$ cat config.mk
export PLATFORM = sky130hd
export DESIGN_NAME = wb_stage_multi_flat
export DESIGN_NICKNAME = d
export VERILOG_FILES = /design/src/rtl/wb_pkg.sv /design/src/rtl/wb_stage_multi_if.sv /design/src/rtl/wb_stage_multi_load_extend.sv /design/src/rtl/wb_stage_multi.sv /design/src/flat_wrapper.sv
export SDC_FILE = /design/constraint.sdc
export NUM_CORES = 1
export LEC_CHECK = 0
export CAP_MARGIN = 20
export CORE_ASPECT_RATIO = 0.6
export CORE_MARGIN = 2
export CORE_UTILIZATION = 43
export CTS_BUF_LIST = sky130_fd_sc_hd__clkbuf_4 sky130_fd_sc_hd__clkbuf_8 sky130_fd_sc_hd__clkbuf_16
export CTS_CLUSTER_SIZE = 16
export DETAILED_ROUTE_END_ITERATION = 8
export HOLD_SLACK_MARGIN = 0.08
export PLACE_DENSITY = 0.82
export SLEW_MARGIN = 20
export SYNTH_ARGS = -nofsm -noshare
export SYNTH_HDL_FRONTEND = slang
export SYNTH_HIERARCHICAL = 1
export SYNTH_SLANG_ARGS = --single-unit
$ cat constraint.sdc
create_clock -name CLK -period 2.5 [get_ports CLK]
set_input_delay 0.375 -clock CLK [delete_from_list [all_inputs] [get_ports CLK]]
set_output_delay 0.375 -clock CLK [all_outputs]
set_load 0.005 [all_outputs]
$ cat src/rtl/wb_pkg.sv
// Shared types for the multi-lane write-back stage: data words, register
// addresses, result-source select and load-width encodings.
package wb_pkg;

  localparam int WORD_W = 32;
  localparam int RADDR_W = 5;

  typedef logic [WORD_W-1:0]  word_t;
  typedef logic [RADDR_W-1:0] regaddr_t;

  typedef enum logic [1:0] {
    SEL_ALU  = 2'd0,
    SEL_NPC  = 2'd1,
    SEL_LUI  = 2'd2,
    SEL_LOAD = 2'd3
  } regsel_t;

  // Codes 5..7 are not listed here; the extender treats them as a full word.
  typedef enum logic [2:0] {
    LD_W  = 3'd0,
    LD_B  = 3'd1,
    LD_BU = 3'd2,
    LD_H  = 3'd3,
    LD_HU = 3'd4
  } ldmode_t;

endpackage

$ cat src/rtl/wb_stage_multi_if.sv
// Bundle of MEM/WB inputs and register-file / forwarding outputs for the
// multi-lane write-back stage; lanes are packed side by side, lane 0 in the LSBs.
interface wb_stage_multi_if #(
  parameter int NLANES = 2,
  parameter int DW     = 32,
  parameter int RW     = 5,
  parameter int CNTW   = 32
);

  logic                   wben;
  logic                   flush;
  logic [NLANES-1:0]      in_valid;
  logic [NLANES-1:0]      regWr;
  logic [NLANES*RW-1:0]   regDst;
  logic [NLANES*2-1:0]    regSel;
  logic [NLANES*3-1:0]    ldMode;
  logic [NLANES*DW-1:0]   ALUOut;
  logic [NLANES*DW-1:0]   nPC;
  logic [NLANES*DW-1:0]   lui;
  logic [NLANES*DW-1:0]   dmemload;
  logic [NLANES*DW-1:0]   instru;

  logic [NLANES-1:0]      WEN;
  logic [NLANES*RW-1:0]   wsel;
  logic [NLANES*DW-1:0]   wdat;
  logic [NLANES*DW-1:0]   instru_next;
  logic [NLANES-1:0]      fwd_valid;
  logic [CNTW-1:0]        retired;

  modport master (
    output wben, flush, in_valid, regWr, regDst, regSel, ldMode,
           ALUOut, nPC, lui, dmemload, instru,
    input  WEN, wsel, wdat, instru_next, fwd_valid, retired
  );

  modport slave (
    input  wben, flush, in_valid, regWr, regDst, regSel, ldMode,
           ALUOut, nPC, lui, dmemload, instru,
    output WEN, wsel, wdat, instru_next, fwd_valid, retired
  );

endinterface

$ cat src/rtl/wb_stage_multi_load_extend.sv
// Big-endian sub-word load extraction and sign/zero extension for one lane.
module load_extend
  import wb_pkg::*;
#(
  parameter int DW = 32
) (
  input  logic [DW-1:0] dmemload,
  input  logic [2:0]    ldMode,
  input  logic [1:0]    off,
  output logic [DW-1:0] ext
);

  logic [7:0]  byte_sel;
  logic [15:0] half_sel;

  // Byte offset 0 is the most significant byte of the word.
  always_comb begin
    byte_sel = dmemload[DW-1 -: 8];
    case (off)
      2'd0:    byte_sel = dmemload[DW-1  -: 8];
      2'd1:    byte_sel = dmemload[DW-9  -: 8];
      2'd2:    byte_sel = dmemload[DW-17 -: 8];
      default: byte_sel = dmemload[DW-25 -: 8];
    endcase
    half_sel = off[1] ? dmemload[DW-17 -: 16] : dmemload[DW-1 -: 16];
  end

  always_comb begin
    ext = dmemload;
    case (ldMode)
      LD_B:    ext = {{(DW-8){byte_sel[7]}}, byte_sel};
      LD_BU:   ext = {{(DW-8){1'b0}}, byte_sel};
      LD_H:    ext = {{(DW-16){half_sel[15]}}, half_sel};
      LD_HU:   ext = {{(DW-16){1'b0}}, half_sel};
      default: ext = dmemload;
    endcase
  end

endmodule

$ cat src/rtl/wb_stage_multi.sv
// Multi-lane MEM/WB register and write-back select: per-lane result mux,
// $zero suppression, younger-lane-wins write conflicts and a retire counter.
module wb_stage_multi
  import wb_pkg::*;
#(
  parameter int NLANES = 2,
  parameter int DW     = 32,
  parameter int RW     = 5,
  parameter int CNTW   = 32
) (
  input  logic             CLK,
  input  logic             RST,
  wb_stage_multi_if.slave  bus
);

  logic [NLANES-1:0]         reg_valid;
  logic [NLANES-1:0]         reg_regwr;
  logic [NLANES-1:0][RW-1:0] reg_wsel;
  logic [NLANES-1:0][1:0]    reg_sel;
  logic [NLANES-1:0][2:0]    reg_ldmode;
  logic [NLANES-1:0][DW-1:0] reg_alu;
  logic [NLANES-1:0][DW-1:0] reg_npc;
  logic [NLANES-1:0][DW-1:0] reg_lui;
  logic [NLANES-1:0][DW-1:0] reg_load;
  logic [NLANES-1:0][DW-1:0] reg_instru;
  logic [CNTW-1:0]           retired_q;

  logic [CNTW-1:0]           capture_cnt;
  logic [NLANES-1:0]         raw_wen;
  logic [NLANES-1:0]         wen;
  logic [NLANES-1:0][DW-1:0] ext_word;
  logic [NLANES-1:0][DW-1:0] wdat_lane;

  always_comb begin
    capture_cnt = '0;
    for (int i = 0; i < NLANES; i++) begin
      capture_cnt = capture_cnt + CNTW'(bus.in_valid[i]);
    end
  end

  // Flush only kills the write qualifiers and trace; data registers keep their value.
  always_ff @(posedge CLK) begin
    if (RST) begin
      reg_valid  <= '0;
      reg_regwr  <= '0;
      reg_wsel   <= '0;
      reg_sel    <= '0;
      reg_ldmode <= '0;
      reg_alu    <= '0;
      reg_npc    <= '0;
      reg_lui    <= '0;
      reg_load   <= '0;
      reg_instru <= '0;
      retired_q  <= '0;
    end else if (bus.flush) begin
      reg_valid  <= '0;
      reg_regwr  <= '0;
      reg_instru <= '0;
    end else if (bus.wben) begin
      reg_valid  <= bus.in_valid;
      reg_regwr  <= bus.regWr;
      reg_wsel   <= bus.regDst;
      reg_sel    <= bus.regSel;
      reg_ldmode <= bus.ldMode;
      reg_alu    <= bus.ALUOut;
      reg_npc    <= bus.nPC;
      reg_lui    <= bus.lui;
      reg_load   <= bus.dmemload;
      reg_instru <= bus.instru;
      retired_q  <= retired_q + capture_cnt;
    end
  end

  // A lane loses its write when any younger lane writes the same register.
  always_comb begin
    raw_wen = '0;
    wen     = '0;
    for (int i = 0; i < NLANES; i++) begin
      raw_wen[i] = reg_valid[i] & reg_regwr[i] & (reg_wsel[i] != '0);
    end
    for (int i = 0; i < NLANES; i++) begin
      wen[i] = raw_wen[i];
      for (int j = i + 1; j < NLANES; j++) begin
        if (raw_wen[j] && (reg_wsel[j] == reg_wsel[i])) begin
          wen[i] = 1'b0;
        end
      end
    end
  end

  for (genvar g = 0; g < NLANES; g++) begin : g_lane
    load_extend #(.DW(DW)) u_load_extend (
      .dmemload (reg_load[g]),
      .ldMode   (reg_ldmode[g]),
      .off      (reg_alu[g][1:0]),
      .ext      (ext_word[g])
    );
  end

  always_comb begin
    wdat_lane = '0;
    for (int i = 0; i < NLANES; i++) begin
      case (regsel_t'(reg_sel[i]))
        SEL_ALU:  wdat_lane[i] = reg_alu[i];
        SEL_NPC:  wdat_lane[i] = reg_npc[i];
        SEL_LUI:  wdat_lane[i] = reg_lui[i];
        SEL_LOAD: wdat_lane[i] = ext_word[i];
        default:  wdat_lane[i] = reg_alu[i];
      endcase
    end
  end

  assign bus.WEN         = wen;
  assign bus.fwd_valid   = wen;
  assign bus.wsel        = reg_wsel;
  assign bus.wdat        = wdat_lane;
  assign bus.instru_next = reg_instru;
  assign bus.retired     = retired_q;

endmodule

$ cat src/flat_wrapper.sv
// flat-port wrapper written by rule: the top's interface ports become plain ports
module wb_stage_multi_flat import wb_pkg::*;
#(
  parameter int NLANES = 2,
  parameter int DW     = 32,
  parameter int RW     = 5,
  parameter int CNTW   = 32
)
  (CLK, RST, bus_wben, bus_flush, bus_in_valid, bus_regWr, bus_regDst, bus_regSel, bus_ldMode, bus_ALUOut, bus_nPC, bus_lui, bus_dmemload, bus_instru, bus_WEN, bus_wsel, bus_wdat, bus_instru_next, bus_fwd_valid, bus_retired);
  wb_stage_multi_if #(.NLANES(NLANES), .DW(DW), .RW(RW), .CNTW(CNTW)) bus_i ();
  input  logic CLK;
  input  logic RST;
  input wire logic [$bits(bus_i.wben)-1:0] bus_wben;
  input wire logic [$bits(bus_i.flush)-1:0] bus_flush;
  input wire logic [$bits(bus_i.in_valid)-1:0] bus_in_valid;
  input wire logic [$bits(bus_i.regWr)-1:0] bus_regWr;
  input wire logic [$bits(bus_i.regDst)-1:0] bus_regDst;
  input wire logic [$bits(bus_i.regSel)-1:0] bus_regSel;
  input wire logic [$bits(bus_i.ldMode)-1:0] bus_ldMode;
  input wire logic [$bits(bus_i.ALUOut)-1:0] bus_ALUOut;
  input wire logic [$bits(bus_i.nPC)-1:0] bus_nPC;
  input wire logic [$bits(bus_i.lui)-1:0] bus_lui;
  input wire logic [$bits(bus_i.dmemload)-1:0] bus_dmemload;
  input wire logic [$bits(bus_i.instru)-1:0] bus_instru;
  output wire logic [$bits(bus_i.WEN)-1:0] bus_WEN;
  output wire logic [$bits(bus_i.wsel)-1:0] bus_wsel;
  output wire logic [$bits(bus_i.wdat)-1:0] bus_wdat;
  output wire logic [$bits(bus_i.instru_next)-1:0] bus_instru_next;
  output wire logic [$bits(bus_i.fwd_valid)-1:0] bus_fwd_valid;
  output wire logic [$bits(bus_i.retired)-1:0] bus_retired;
  assign bus_i.wben = bus_wben;
  assign bus_i.flush = bus_flush;
  assign bus_i.in_valid = bus_in_valid;
  assign bus_i.regWr = bus_regWr;
  assign bus_i.regDst = bus_regDst;
  assign bus_i.regSel = bus_regSel;
  assign bus_i.ldMode = bus_ldMode;
  assign bus_i.ALUOut = bus_ALUOut;
  assign bus_i.nPC = bus_nPC;
  assign bus_i.lui = bus_lui;
  assign bus_i.dmemload = bus_dmemload;
  assign bus_i.instru = bus_instru;
  assign bus_WEN = bus_i.WEN;
  assign bus_wsel = bus_i.wsel;
  assign bus_wdat = bus_i.wdat;
  assign bus_instru_next = bus_i.instru_next;
  assign bus_fwd_valid = bus_i.fwd_valid;
  assign bus_retired = bus_i.retired;
  wb_stage_multi #(.NLANES(NLANES), .DW(DW), .RW(RW), .CNTW(CNTW)) u_core (.CLK(CLK), .RST(RST), .bus(bus_i));
endmodule
# [Word level (Yosys, flattened, before mapping)]
# Index checks and enable logic that the tools add are counted.
[totals] regBits=376 inputBits=348 output_inout_bits=174 word_cells=63
[classes] n_addsub=2 eq_ne=19 mux=9 bitwise=5 n_reduce_logical=9
[ops] op="$pmux W32 S4" n=4
[ops] op="$pmux W8 S3" n=2
[ops] op="$add A32 B32 Y32" n=1
[ops] op="$mux W16" n=2
[ops] op="$eq A2 B2 Y1 const B" n=6
[ops] op="$eq A3 B2 Y1 const B" n=4
[ops] op="$reduce_bool A5 Y1" n=2
[ops] op="$eq A2 B1 Y1 const B" n=4
[ops] op="$logic_not A2 Y1" n=4
[ops] op="$eq A3 B1 Y1 const B" n=2
[ops] op="$eq A3 B3 Y1 const B" n=2
[ops] op="$eq A5 B5 Y1" n=1
[ops] op="$and A1 B1 Y1" n=4
[ops] op="$add A1 B1 Y2" n=1
[ops] op="$reduce_and A2 Y1" n=1
[ops] op="$reduce_or A2 Y1" n=1
[ops] op="$logic_and A1 B1 Y1" n=1
[ops] op="$mux W1" n=1
[ops] op="$not A1 Y1" n=1

# [Logic depth before layout (Yosys ltp)]
# Gate-level depths: netlist of run 1.
[logic_depth] word_depth=4 ltp_mapped=9 mapped_depth_nobuf=8

# [By module]
# The synthesis of run 1 kept the hierarchy.
[by_module_without_submodules] mod="wb_stage_multi" instances=1 cells_per_inst=1699 area_each_um2=14883.0 seq_area_each_um2=7527.2
[by_module_without_submodules] mod="load_extend" instances=2 cells_per_inst=122 area_each_um2=1037.2 seq_area_each_um2=0.0

# [Worst setup path after synthesis of run 1]
# No wires, ideal clock.
[synth_timing] kind="input to register" from="input bus_in_valid[0]" to="register u_core.retired_q[30] (netlist: u_core/bus.retired[30])" setup_time_ps=70 arrival_ps=2378 required_ps=2430 setup_slack_ps=52 stages=9 n_path_buf=1 path_cell_list="inv_1 > fa_1 > inv_1 > ha_1 > nand3_1 > or4_1 > clkbuf_2 > or4_1 > a21oi_1"
[synth_via] elab_chain_len=2
[synth_rtl] item="from (decl)" line_no="flat_wrapper.sv:15" text="input wire logic [$bits(bus_i.in_valid)-1:0] bus_in_valid;"
[synth_rtl] item="$add A1 B1 Y2" line_no="wb_stage_multi.sv:37" text="capture_cnt = capture_cnt + CNTW'(bus.in_valid[i]);"
[synth_rtl] item="$add A32 B32 Y32" line_no="wb_stage_multi.sv:70" text="retired_q <= retired_q + capture_cnt;"
[synth_rtl] item="to (signal assigned)" line_no="wb_stage_multi.sv:70"
[synth_rtl] item="to (decl)" line_no="wb_stage_multi.sv:26" text="logic [CNTW-1:0] retired_q;"
# Every way passes these cells.
# A chain may end at the register's enable or synchronous reset.

==> results of run 1 <==
cells in the mapped netlist (3+ instances only):
master	count
nand4b_1	3
mux4_1	12
nor2b_1	4
or2_2	3
buf_6	8
nor3_1	5
nand2_1	577
o21ai_0	24
buf_2	13
mux4_2	68
and4b_1	18
a21o_1	22
o31ai_1	10
nor3b_1	16
clkbuf_1	122
mux2i_1	68
buf_1	16
mux2_2	4
clkbuf_2	3
xnor2_1	5
or3_1	9
and3_1	19
inv_1	24
a221o_1	16
dfxtp_1	376
or4_1	13
and4_1	3
nand3_1	15
a21oi_1	295
o2111ai_1	14
xor2_1	13
nor2_1	87
a21o_2	12
nand4_1	10
and2_1	4
critical path, cell delays in order (launching register included):
cell and delay [ps]:
dfxtp_2 340, mux4_2 600, a32o_4 410, buf_6 150, a21o_4 180, mux4_2 490
buf_6 140
power breakdown:
group          total (uW)  switching, uW  internal [uW]
sequential           6400            170           6230
clock                5750           2510           3240
combinational        2320           1030           1290
total               14500           3700          10800
placed cells by master, fill, tap and decap left out, types with 6 or more instances in the layout:
cell,Yosys,final
inv_1,24,24
buf_12,0,22
o21ai_0,24,21
a221o_1,16,16
and3_1,19,13
xor2_1,13,13
a21o_2,12,7
diode_2,0,14
clkbuf_8,0,9
dfxtp_1,376,366
clkinv_2,0,6
or3_1,9,8
dfxtp_2,0,8
o2111ai_4,0,10
nor2_1,87,87
mux4_2,68,76
clkbuf_16,0,38
a21oi_1,295,295
clkdlybuf4s50_1,0,451
nand3_1,15,13
buf_4,2,153
nand2_1,577,577
mux2i_1,68,68
and3_4,0,8
buf_6,8,65
nand4_1,10,10
o31ai_1,10,10
nor3b_1,16,16
or4_1,13,11
a21o_1,22,22
and4b_1,18,18
buf_2,13,44
final timing paths:
path | end | depth (start not counted)
worst min-delay path | u_core/reg_regwr[0] | 3
worst max register to register | u_core/bus.retired[31] | 6
worst max-delay path | bus_wdat[26] | 6
worst min register to register | u_core/reg_npc[22] | 2
stage by stage:
step	area (sq um)	total power (uW)	util, %	std cells	setup WS [ps]
5_1_grt	25750	14960	66.10	3123	-766.1
4_1_cts	25480	14490	65.40	3110	-742.0
3_5_place_dp	23650	8682	60.70	2988	-529.6
2_1_floorplan	16960	7380	-	1943	51.63
6_report	25760	14480	66.12	3125	-723.9
3_3_place_gp	23650	8633	60.70	2988	-510.7
state kept, by name (all words and copies together), names as in the netlist:
| register | count |
|---|---|
| u_core/reg_sel | 4 |
| u_core/bus.instru_next | 64 |
| u_core/bus.wsel | 10 |
| u_core/reg_regwr | 2 |
| u_core/reg_load | 64 |
| u_core/reg_valid | 2 |
| u_core/reg_npc | 64 |
| u_core/reg_lui | 64 |
| u_core/reg_alu | 64 |
| u_core/reg_ldmode | 6 |
| u_core/bus.retired | 32 |
layer usage:
metal	up-vias	track usage [%]	share of wire, %
li1	7999	-	-
met1	8557	40.62	40
met2	917	49.68	46
met3	135	7.237	9.9
met4	8	11.40	3.2
met5	-	0	0.091
cells by family after synthesis:
logic type	after synthesis	synth area share, %
compound gates	409	14.08
xor+xnor	18	0.9297
fa+ha+maj	2	0.1918
buf+inv	188	4.678
flops	376	44.39
mux	152	15.17
simple gates	798	20.56
timing repair:
item | CTS | global route
gates resized for setup | 363 | 53
setup buffers | 52 | 6
hold buffers | 0 | 0
endpoints found under the setup margin | 68 | 75
pin swaps | 33 | 21
cloned | 3 | 0
layout make-up:
class                           count  area (sq um)
Clock inverter                     15         132.6
Tap cell                          522         653.1
Clock buffer                       52          1112
Multi-Input combinational cell   1381          9066
Antenna cell                       14         35.03
Sequential cell                   376          7545
Inverter                           24         90.09
Timing Repair Buffer              741          7123
Fill cell                        3099         13200
==> results.yml, run 1 <==
outcome:
  status: "complete, but fails checks"
  violations: "setup timing"
synth:
  synth_nets: 2293
  synth_top_area_share_pct: 44.39
  synth_ff_type: "dfxtp_1"
  syn_area_sq_um: 16960
  avgSynthCellArea_sq_um: 8.727
  synth_edf_count: 0
  synth_cell_types: 57
  synth_top_area_cell: "dfxtp_1"
  synth_area_leaders: "dfxtp_1 (44%), nand2_1 (13%), mux4_2 (9.0%)"
  yosys_warnings: 6
  async_flop_share_pct: 0
  yosysSeqAreaShare_pct: 44.39
  synthCells: 1943
  ys_ff_latch: 376
sta:
  post-route-period-util_pct: 129.0
  setup_violations: 64
  hold_viol_final: 0
  finalCriticalPeriod_ps: 3224
  slew_violations: 0
  fmax_ghz: 0.3102
  worstMarginPinSlew_ps: 822.6
  relSlewSlack_pct: 45.16
  setup_tns_ps: -37700
  fin_worst_skew_ps: 33.30
  hold-worst-slack_ps: 193.1
  setup_ws_ps: -723.9
  rsz0062_at_grt: "true"
floorplanning:
  start_util_pct: 43.53
  coreArea_sq_um: 38960
  die_x_microns: 260.4
  io_pins: 522
  die_h_microns: 157.8
  num_rows: 56
  die_area_sq_um: 41090
worst_hold_path:
  hp-class: "in2reg"
  min_from: "bus_wben"
worst_setup_path:
  cp.arrival_ps: 2850
  crit_start: "u_core/reg_alu[0]"
  end_kind: "output port"
  worst-r2r-setup-slack_ps: 100
  crit_type: "reg2out"
  r2r-start: "u_core/bus.retired[0]"
  crit_path_start_kind: "register"
  path_max_fanout: 7
  required_ps: 2120
detailed_routing:
  drt-initial-drc-count: 1826
  drt_wl_total_mm: 65.99
  wl_per_cell_microns: 21.12
  firstDrtPassIters: 5
  viasPerCell: 5.637
  detail-route-antenna-nets: 0
  num_vias: 17616
  drc: 0
cells_and_area:
  nets: 2912
  area_delta_synth_final_pct: 51.89
  drive_gt1_share_pct: 19.54
cts:
  cts_buffer_depth: 3
  cts_tree: "yes"
  cts_buffers: 38
  clk_pin_slew_worst_paths_ps: 60
  htree_levels: 2
  cts.sinks: 376
  root_buffer: "clkbuf_16"
  clk_latency_ps: 550
global_routing:
  grt_pass1_vias: 16934
  grt_use_total_pct: 30.87
  antenna_found_initial: 18
  grt-ovfl-total: 0
  grt_max_degree: 105
  grt_pass1_wl_mm: 97.75
job:
  drv_cap: 0
placement:
  portBuffers: 521
  dp_hpwl_mm: 47.05
  gp_congestion: 0.9835
pwr:
  p_per_area_nw_per_um2: 562.0
  leakage_uw: 0.01015
  ir_drop_v: 0.0004842
No activity file was read; power rests on OpenSTA's default activity.
==> inputs of run 2 (changes only) <==
--- a/config.mk
+++ b/config.mk
@@ -6,14 +6,16 @@
 export NUM_CORES = 1
 export LEC_CHECK = 0
 export CAP_MARGIN = 20
+export CELL_PAD_IN_SITES_DETAIL_PLACEMENT = 2
+export CELL_PAD_IN_SITES_GLOBAL_PLACEMENT = 2
 export CORE_ASPECT_RATIO = 0.6
 export CORE_MARGIN = 2
-export CORE_UTILIZATION = 43
+export CORE_UTILIZATION = 25
 export CTS_BUF_LIST = sky130_fd_sc_hd__clkbuf_4 sky130_fd_sc_hd__clkbuf_8 sky130_fd_sc_hd__clkbuf_16
 export CTS_CLUSTER_SIZE = 16
 export DETAILED_ROUTE_END_ITERATION = 8
 export HOLD_SLACK_MARGIN = 0.08
-export PLACE_DENSITY = 0.82
+export PLACE_DENSITY = 0.83
 export SLEW_MARGIN = 20
 export SYNTH_ARGS = -nofsm -noshare
 export SYNTH_HDL_FRONTEND = slang
==> results.yml, run 2 (synthesis gave the netlist of run 1 again) <==
floorplanning:
  start_util_pct: 25.43
  die_h_microns: 205.7
  coreArea_sq_um: 66680
  die_x_microns: 340.2
  io_pins: 522
  die_area_sq_um: 70000
  num_rows: 73
detailed_routing:
  drt_wl_total_mm: 85.48
  num_vias: 17717
  firstDrtPassIters: 5
  viasPerCell: 5.049
  drc: 0
  wl_per_cell_microns: 24.36
  detail-route-antenna-nets: 0
  drt-initial-drc-count: 997
global_routing:
  grt_use_total_pct: 23.70
  grt_pass1_vias: 19506
  antenna_found_initial: 13
  grt_pass1_wl_mm: 126.5
  grt-ovfl-total: 0
  grt_max_degree: 120
sta:
  fin_worst_skew_ps: 8.962
  post-route-period-util_pct: 131.2
  fmax_ghz: 0.3050
  finalCriticalPeriod_ps: 3279
  relSlewSlack_pct: 48.79
  setup_ws_ps: -779.2
  rsz0062_at_grt: "true"
  slew_violations: 0
  setup_violations: 64
  worstMarginPinSlew_ps: 768.1
  hold_viol_final: 0
cells_and_area:
  nets: 2921
  layout.cells.most_common: "nand2_1"
  ff_latch_area_sq_um: 7548
  final_cell_mix: "nand2_1 (577), clkdlybuf4s50_1 (451), dfxtp_1 (363), a21oi_1 (294), buf_4 (157)"
  fin_util_pct: 39.90
  finalInstanceArea_sq_um: 26610
  drive_gt1_share_pct: 20.15
  area_delta_synth_final_pct: 56.90
  nFillCells: 7111
  multi_input_area_sq_um: 9026
worst_setup_path:
  r2r_cells: 8
  cp-endpoint: "bus_wdat[27]"
  path_common_cell: "mux4_2"
  cpPeakStageDelay_ps: 630
  r2r-start: "u_core/bus.retired[0]"
  worstPathCellList: "mux4_2, a32o_4, buf_6, a21o_4, mux4_2, buf_2"
  path_max_fanout: 4
  cp.arrival_ps: 2900
  crit_type: "reg2out"
  crit_slowest_cell: "mux4_2"
  end_kind: "output port"
  critPathTopFamily: "multiplexers"
  crit_start: "u_core/reg_alu[0]"
  crit_path_start_kind: "register"
  cp.depth: 6
  required_ps: 2120
  worst-r2r-setup-slack_ps: 100
  r2r-end: "u_core/bus.retired[30]"
  path_buf_inv: 2
pwr:
  leakage_uw: 0.01036
  share_comb_of_total_power_pct: 15.5
  clockPowerShare_pct: 43.9
  swShare_pct: 25.62
  p_per_area_nw_per_um2: 593.5
  p_int_uw: 11750
  ir_drop_v: 0.0003835
  p_switching_uw: 4045
  seq_power_share_pct: 40.7
outcome:
  violations: "setup timing"
  status: "complete, but fails checks"
cts:
  holdBufCountCts: 0
  cts_tree: "yes"
  cts_buffers: 41
  clk_latency_ps: 560
  root_buffer: "clkbuf_16"
  htree_levels: 2
  cts.sinks: 376
  clk_pin_slew_worst_paths_ps: 70
  cts_buffer_depth: 3
worst_hold_path:
  hp-class: "in2reg"
  min_from: "RST"
placement:
  place_area_sq_um: 24200
  gp_congestion: 0.8988
  portBuffers: 521
  preCtsSetupSlack_ps: -736.0
  dp_hpwl_mm: 60.17
job:
  drv_cap: 0
run 2: cell types whose count changed in the layout (fill, tap and decap cells not counted), moves of 5 or more:
| cell | change |
|---|---|
| bufinv_16 | +7 |
| clkbuf_4 | +5 |
| buf_8 | +5 |
| clkbuf_8 | -5 |
| diode_2 | -5 |
| buf_6 | +6 |
| buf_2 | -11 |
| clkbuf_16 | +5 |
run 2: area by class of cell:
| class | count | share of cell area, % |
|---|---|---|
| clock inverters | 15 | 1.072 |
| inverters | 24 | 0.3386 |
| well taps | 900 | 4.233 |
| clock buffers | 57 | 4.533 |
| repair buffers | 747 | 27.44 |
| diodes | 9 | 0.08465 |
| flip-flops and latches | 376 | 28.37 |
| multi-input cells | 1381 | 33.93 |
run 2: through the flow:
stage          std cells  hold slack (ps)  total power [uW]  TNS [ps]
2_1_floorplan       1943            433.0              7380         0
3_3_place_gp        3371            439.4              8714    -34620
3_5_place_dp        3371            449.3              8823    -41120
4_1_cts             3494            86.50             15910    -44290
5_1_grt             3506            123.1             16420    -48460
6_report            3509            141.5             15790    -43900
run 2: power groups by stage:
stage          Clock, uW  Sequential (uW)  Combinational, uW
2_1_floorplan          0             6470                906
3_3_place_gp           0             6520               2190
3_5_place_dp           0             6540               2280
4_1_cts             7110             6410               2400
5_1_grt             7380             6440               2610
6_report            6920             6420               2450
run 2: how the worst min path moves through the flow:
stage                            end  slack (ps)  depth (start not counted)
6_report       u_core/bus.retired[9]         140                          2
4_1_cts        u_core/bus.retired[4]          90                          2
3_3_place_gp      u_core/reg_alu[46]         440                          2
5_1_grt        u_core/bus.retired[8]         120                          2
3_5_place_dp       u_core/reg_npc[8]         450                          2
2_1_floorplan   u_core/reg_ldmode[0]         430                          2
run 2: routing by layer:
layer	vias up	global-route usage (%)	share of wire [%]
met5	-	0	0.071
met4	8	5.318	1.8
met3	98	5.248	6.6
met2	548	39.85	48
met1	9063	31.06	44
li1	8000	-	-
run 2: timing repair:
action / CTS / global route
pin swaps: 36 / 15
setup endpoints to repair: 76 / 72
gates resized for setup: 383 / 48
gates cloned: 2 / 0
setup buffers: 49 / 7
